===== src/rtl/alu_share_arbiter.sv =====
// Two-requester round-robin front end for a shared 64-bit ALU.
// Operands are registered on accept, the result is registered after the ALU.
module alu_share_arbiter #(
    parameter int   DATA_W     = 64,
    parameter logic PRIO_RESET = 1'b0
) (
    input  logic              clk,
    input  logic              reset,
    input  logic              req0_valid,
    output logic              req0_ready,
    input  logic [DATA_W-1:0] req0_a,
    input  logic [DATA_W-1:0] req0_b,
    input  logic [3:0]        req0_op,
    input  logic              req1_valid,
    output logic              req1_ready,
    input  logic [DATA_W-1:0] req1_a,
    input  logic [DATA_W-1:0] req1_b,
    input  logic [3:0]        req1_op,
    output logic              rsp_valid,
    input  logic              rsp_ready,
    output logic              rsp_id,
    output logic [DATA_W-1:0] rsp_result,
    output logic              rsp_zero,
    output logic              rsp_err,
    output logic              busy
);

    typedef enum logic [1:0] {IDLE, EXEC, RESP} state_t;

    state_t            state_q, state_d;
    logic              ptr_q, ptr_d;
    logic [DATA_W-1:0] a_q, a_d, b_q, b_d;
    logic [3:0]        op_q, op_d;
    logic              id_q, id_d;
    logic [DATA_W-1:0] res_q, res_d;
    logic              zero_q, zero_d, err_q, err_d;

    logic              gnt_any, gnt_id;
    logic [DATA_W-1:0] alu_res;
    logic              alu_err;

    // Pointer only breaks ties; a lone requester always wins.
    assign gnt_any = req0_valid | req1_valid;
    assign gnt_id  = (req0_valid & req1_valid) ? ptr_q : req1_valid;

    assign req0_ready = ~reset & (state_q == IDLE) & gnt_any & ~gnt_id;
    assign req1_ready = ~reset & (state_q == IDLE) & gnt_any &  gnt_id;

    assign rsp_valid  = (state_q == RESP);
    assign rsp_id     = id_q;
    assign rsp_result = res_q;
    assign rsp_zero   = zero_q;
    assign rsp_err    = err_q;
    assign busy       = (state_q != IDLE);

    always_comb begin
        alu_res = '0;
        alu_err = 1'b0;
        case (op_q)
            4'd0:    alu_res = a_q & b_q;
            4'd1:    alu_res = a_q | b_q;
            4'd2:    alu_res = a_q + b_q;
            4'd6:    alu_res = a_q - b_q;
            4'd12:   alu_res = ~(a_q | b_q);
            default: alu_err = 1'b1;
        endcase
    end

    always_comb begin
        state_d = state_q;
        ptr_d   = ptr_q;
        a_d     = a_q;
        b_d     = b_q;
        op_d    = op_q;
        id_d    = id_q;
        res_d   = res_q;
        zero_d  = zero_q;
        err_d   = err_q;
        case (state_q)
            IDLE: begin
                if (gnt_any) begin
                    a_d     = gnt_id ? req1_a  : req0_a;
                    b_d     = gnt_id ? req1_b  : req0_b;
                    op_d    = gnt_id ? req1_op : req0_op;
                    id_d    = gnt_id;
                    ptr_d   = ~gnt_id;
                    state_d = EXEC;
                end
            end
            EXEC: begin
                res_d   = alu_res;
                zero_d  = (alu_res == '0);
                err_d   = alu_err;
                state_d = RESP;
            end
            RESP: begin
                if (rsp_ready) state_d = IDLE;
            end
            default: state_d = IDLE;
        endcase
    end

    always_ff @(posedge clk) begin
        if (reset) begin
            state_q <= IDLE;
            ptr_q   <= PRIO_RESET;
            a_q     <= '0;
            b_q     <= '0;
            op_q    <= '0;
            id_q    <= 1'b0;
            res_q   <= '0;
            zero_q  <= 1'b0;
            err_q   <= 1'b0;
        end else begin
            state_q <= state_d;
            ptr_q   <= ptr_d;
            a_q     <= a_d;
            b_q     <= b_d;
            op_q    <= op_d;
            id_q    <= id_d;
            res_q   <= res_d;
            zero_q  <= zero_d;
            err_q   <= err_d;
        end
    end

endmodule


===== config.mk =====
export PLATFORM = sky130hd
export DESIGN_NAME = alu_share_arbiter
export DESIGN_NICKNAME = d
export VERILOG_FILES = /design/src/rtl/alu_share_arbiter.sv
export SDC_FILE = /design/constraint.sdc
export NUM_CORES = 1
export LEC_CHECK = 0
export CAP_MARGIN = 10
export CELL_PAD_IN_SITES_DETAIL_PLACEMENT = 2
export CELL_PAD_IN_SITES_GLOBAL_PLACEMENT = 2
export CORE_ASPECT_RATIO = 0.9
export CORE_UTILIZATION = 31
export DETAILED_ROUTE_END_ITERATION = 10
export PLACE_DENSITY = 0.95
export SLEW_MARGIN = 20
export SYNTH_ARGS = -nofsm -noshare
export SYNTH_HDL_FRONTEND = slang
export SYNTH_SLANG_ARGS = --single-unit
export TNS_END_PERCENT = 100

===== constraint.sdc =====
create_clock -name clk -period 16.4 [get_ports clk]
set_input_delay 3.28 -clock clk [delete_from_list [all_inputs] [get_ports clk]]
set_output_delay 3.28 -clock clk [all_outputs]
set_load 0.03 [all_outputs]

==> metrics <==
Mapped Area 15,000 um2; GPL Wtd Cong 0.950; cell family with most CP delay buffers and inverters; Critical Path Fanout Max 68; Cell variety after synth 83; Die ar. slightly below 50,000 um2; Ports 340; port bufs around 340; Max IR drop VDD 0.0000651 V; r2r setup slk around 9500 ps; EDFF count, synth 0; Yosys reg bits 202; largest area contributor in the netlist dfxtp_1; DRC errors left 24; sequential share of the synthesized area 26.9%; Final period util 59.2%; post-detail-place hpwl between 60 and 70 mm; detailed-route via count roughly 18,000; status finished with violations; final setup violation count 0; overall power 2.05 mW; Final nets 2,573; max-cap check violation count 0; core area ~48,000 um2; Synth Net Count 2,346; path type of the worst min-delay path flip-flop to flip-flop; clock share of power 30.8%; Num CTS Buffers 24; Worst R2R Path Depth 23; FMAX 103 MHz; Sequential Power Share 30.8%; Critical Path RT 13,120 ps; XOR/XNOR share of the synthesized area 6.00%; RSZ-0062 raised after global routing false; clock slew at reported path FFs ~60 ps; vias in the first global route 18,700; antenna violations before repair 7; crit path DAT 6440 ps; complex-gate fraction of the synthesized area 29.9%; relative slew slack 27.7%; Gate Count Post-Synth 2,010; Final WS setup ~6700 ps; CTS sink cnt 202; Clock Tree Buf Depth 3; ranking of synthesized cells by area dfxtp_1 27%, nand2_1 7.3%, a21oi_1 5.9%, ha_1 5.5%, nor2_1 4.9%; die height 211 um; endpoints failing hold 0; drt wl/cell 28.6 um; most common cell in the netlist nand2_1; Multi-input gate area between 10,000 and 15,000 um2; Async S/R FF share, synth 0%; Synth Area per Inst 7.47 um2; sw frac ~40%; Pwr Density around 100 nW/um2; crit path cell chain clkdlybuf4s50_1 -> and3_2 -> buf_4 -> and2_2 -> buf_4 -> clkdlybuf4s50_1; Levels on crit path 6; CP startpoint kind input pin; Die Wd 234 um; crit path time final 9720 ps; fillers approximately 5,400; pre-CTS setup slack 6740 ps; largest family of logic cells by synthesized area compound AO/OA/AOI/OAI gates; total track usage 32.9%; yosys warns 0; Register Area 4050 um2; post-CTS setup buffers 0; clock latency on the worst-skew pair 560 ps; Setup Skew between 20 and 30 ps; initial DRC count 1,721; slowest CP cell clkdlybuf4s50_1; total congestion overflow 0; # H-tree levels 1; failing checks DRC; cts repair resizes 0; Setup crit end kind primary output; Synth Area in Adders 9.70%; post-route ant nets 0; post-synthesis mux area share 0.492%; Synth top area share 26.9%; fraction of layout cells with a size suffix above 1 approximately 4.5%; CTS root buffer clkbuf_16; critical path class input pin to primary output; largest net degree at the start of global routing just under 90; Pint 1.23 mW; P_sw 0.818 mW; combinational power share approximately two fifths; hold path depth 1; synth-to-layout area growth 31.1%; first-pass GRT wire length 122 mm; Fin Setup TNS 0 ps; final WL ~80 mm; DR vias/cell 6.19; Slew Limit Fails 0; slowest stage delay, CP slightly above 800 ps; Pleak about 7.6 nW; Main synth FF type dfxtp_1; DR pass1 iterations 11; Initial Util 31.4%; top cells by count, synth 292 x nand2_1, 202 x dfxtp_1, 195 x nor2_1; CTS tree done; Post-Synth Simple-Gate Area 22.2%; Slew @ Worst Pin 1080 ps; Bufs and invs on worst path 4; Core Rows 76; CTS Hold Bufs 0
## metrics by stage
step                instance area (um2)  hold WS, ps  utilization [%]  cells
floorplan                         15000          440                -   2010
global placement                  18800          434             39.2   2835
detailed placement                18800          462             39.2   2835
CTS                               19700          478             41.1   2879
global route                      19700          491             41.1   2883
finish                            19700          469             41.1   2885
## cell families after synthesis
group,Yosys count
buf+inv,186
fa+ha+maj,128
simple gates,716
xor+xnor,102
compound gates,669
mux,7
flops,202
## registers in the layout, indices dropped and copies added (netlist names)
name and count:
a_q 64, b_q 64, rsp_result 64, op_q 4, state_q 2, ptr_q 1, rsp_err 1, rsp_id 1
rsp_zero 1
## placed cells by master, fill, tap and decap left out, types with 13 or more instances in the layout
| master | count |
|---|---|
| a21o_1 | 29 |
| a22oi_1 | 88 |
| nand3_1 | 19 |
| clkdlybuf4s50_1 | 338 |
| nand4_1 | 27 |
| maj3_1 | 61 |
| or3_1 | 18 |
| o21a_1 | 13 |
| a21oi_1 | 176 |
| clkbuf_16 | 25 |
| o31ai_1 | 39 |
| xnor2_1 | 53 |
| ha_1 | 66 |
| nor2_1 | 195 |
| inv_1 | 29 |
| a31oi_1 | 20 |
| nand2_1 | 292 |
| xor2_1 | 48 |
| nor3_1 | 72 |
| a222oi_1 | 46 |
| and3_1 | 15 |
| a211oi_1 | 43 |
| o21ai_0 | 113 |
| dfxtp_1 | 201 |
| buf_4 | 20 |
## power by group through the flow
stage	registers, mW	clock network (mW)	logic [mW]
2_1_floorplan	0.621	0	0.448
4_1_cts	0.627	0.640	0.770
3_5_place_dp	0.635	0	0.755
6_report	0.631	0.632	0.787
5_1_grt	0.636	0.654	0.835
3_3_place_gp	0.627	0	0.720
## per-layer routing
| layer | global-route usage, % | vias to the layer above | wire length, um |
|---|---|---|---|
| met1 | 45.5 | 8960 | 36600 |
| met4 | 10.3 | 2 | 2520 |
| met3 | 7.63 | 145 | 7300 |
| met2 | 50.0 | 846 | 35900 |
| met5 | 0 | - | 19 |
| li1 | - | 7895 | - |
## worst register-to-register path: stages, from the launching register on
cell and delay (ps):
dfxtp_1 440, or4_4 640, nor3_1 270, nand2_1 250
or3_4 470, nor2b_2 260, nand3_2 230, or4_4 520
nor3_2 180, nor2_1 110, a21oi_1 220, xor2_1 110
ha_1 450, nand4_1 190, nor3_1 240, nand3_1 180
a2111oi_0 720, nor3b_1 130, xor2_1 150, o21ai_0 120
nor4_1 360, and4_1 230, nand4_1 110, o41ai_2 210
## path summary, 6_finish.rpt
path | start | to
setup / recovery | req1_valid | req1_ready
hold / removal | rsp_id$_SDFFE_PP0P_ | rsp_id$_SDFFE_PP0P_
setup reg to reg | b_q[2]$_SDFFE_PP0P_ | rsp_zero$_SDFFE_PP0N_
hold reg to reg | rsp_id$_SDFFE_PP0P_ | rsp_id$_SDFFE_PP0P_
## layout make-up
type | count | share of cell area [%]
Inverter | 29 | 0.553
Timing Repair Buffer | 358 | 18.0
Antenna cell | 6 | 0.0763
Sequential cell | 202 | 20.6
Clock inverter | 7 | 0.839
Tap cell | 624 | 3.97
Multi-Input combinational cell | 1622 | 52.2
Clock buffer | 37 | 3.81
Note: power is estimated with default switching activity, not from simulation.
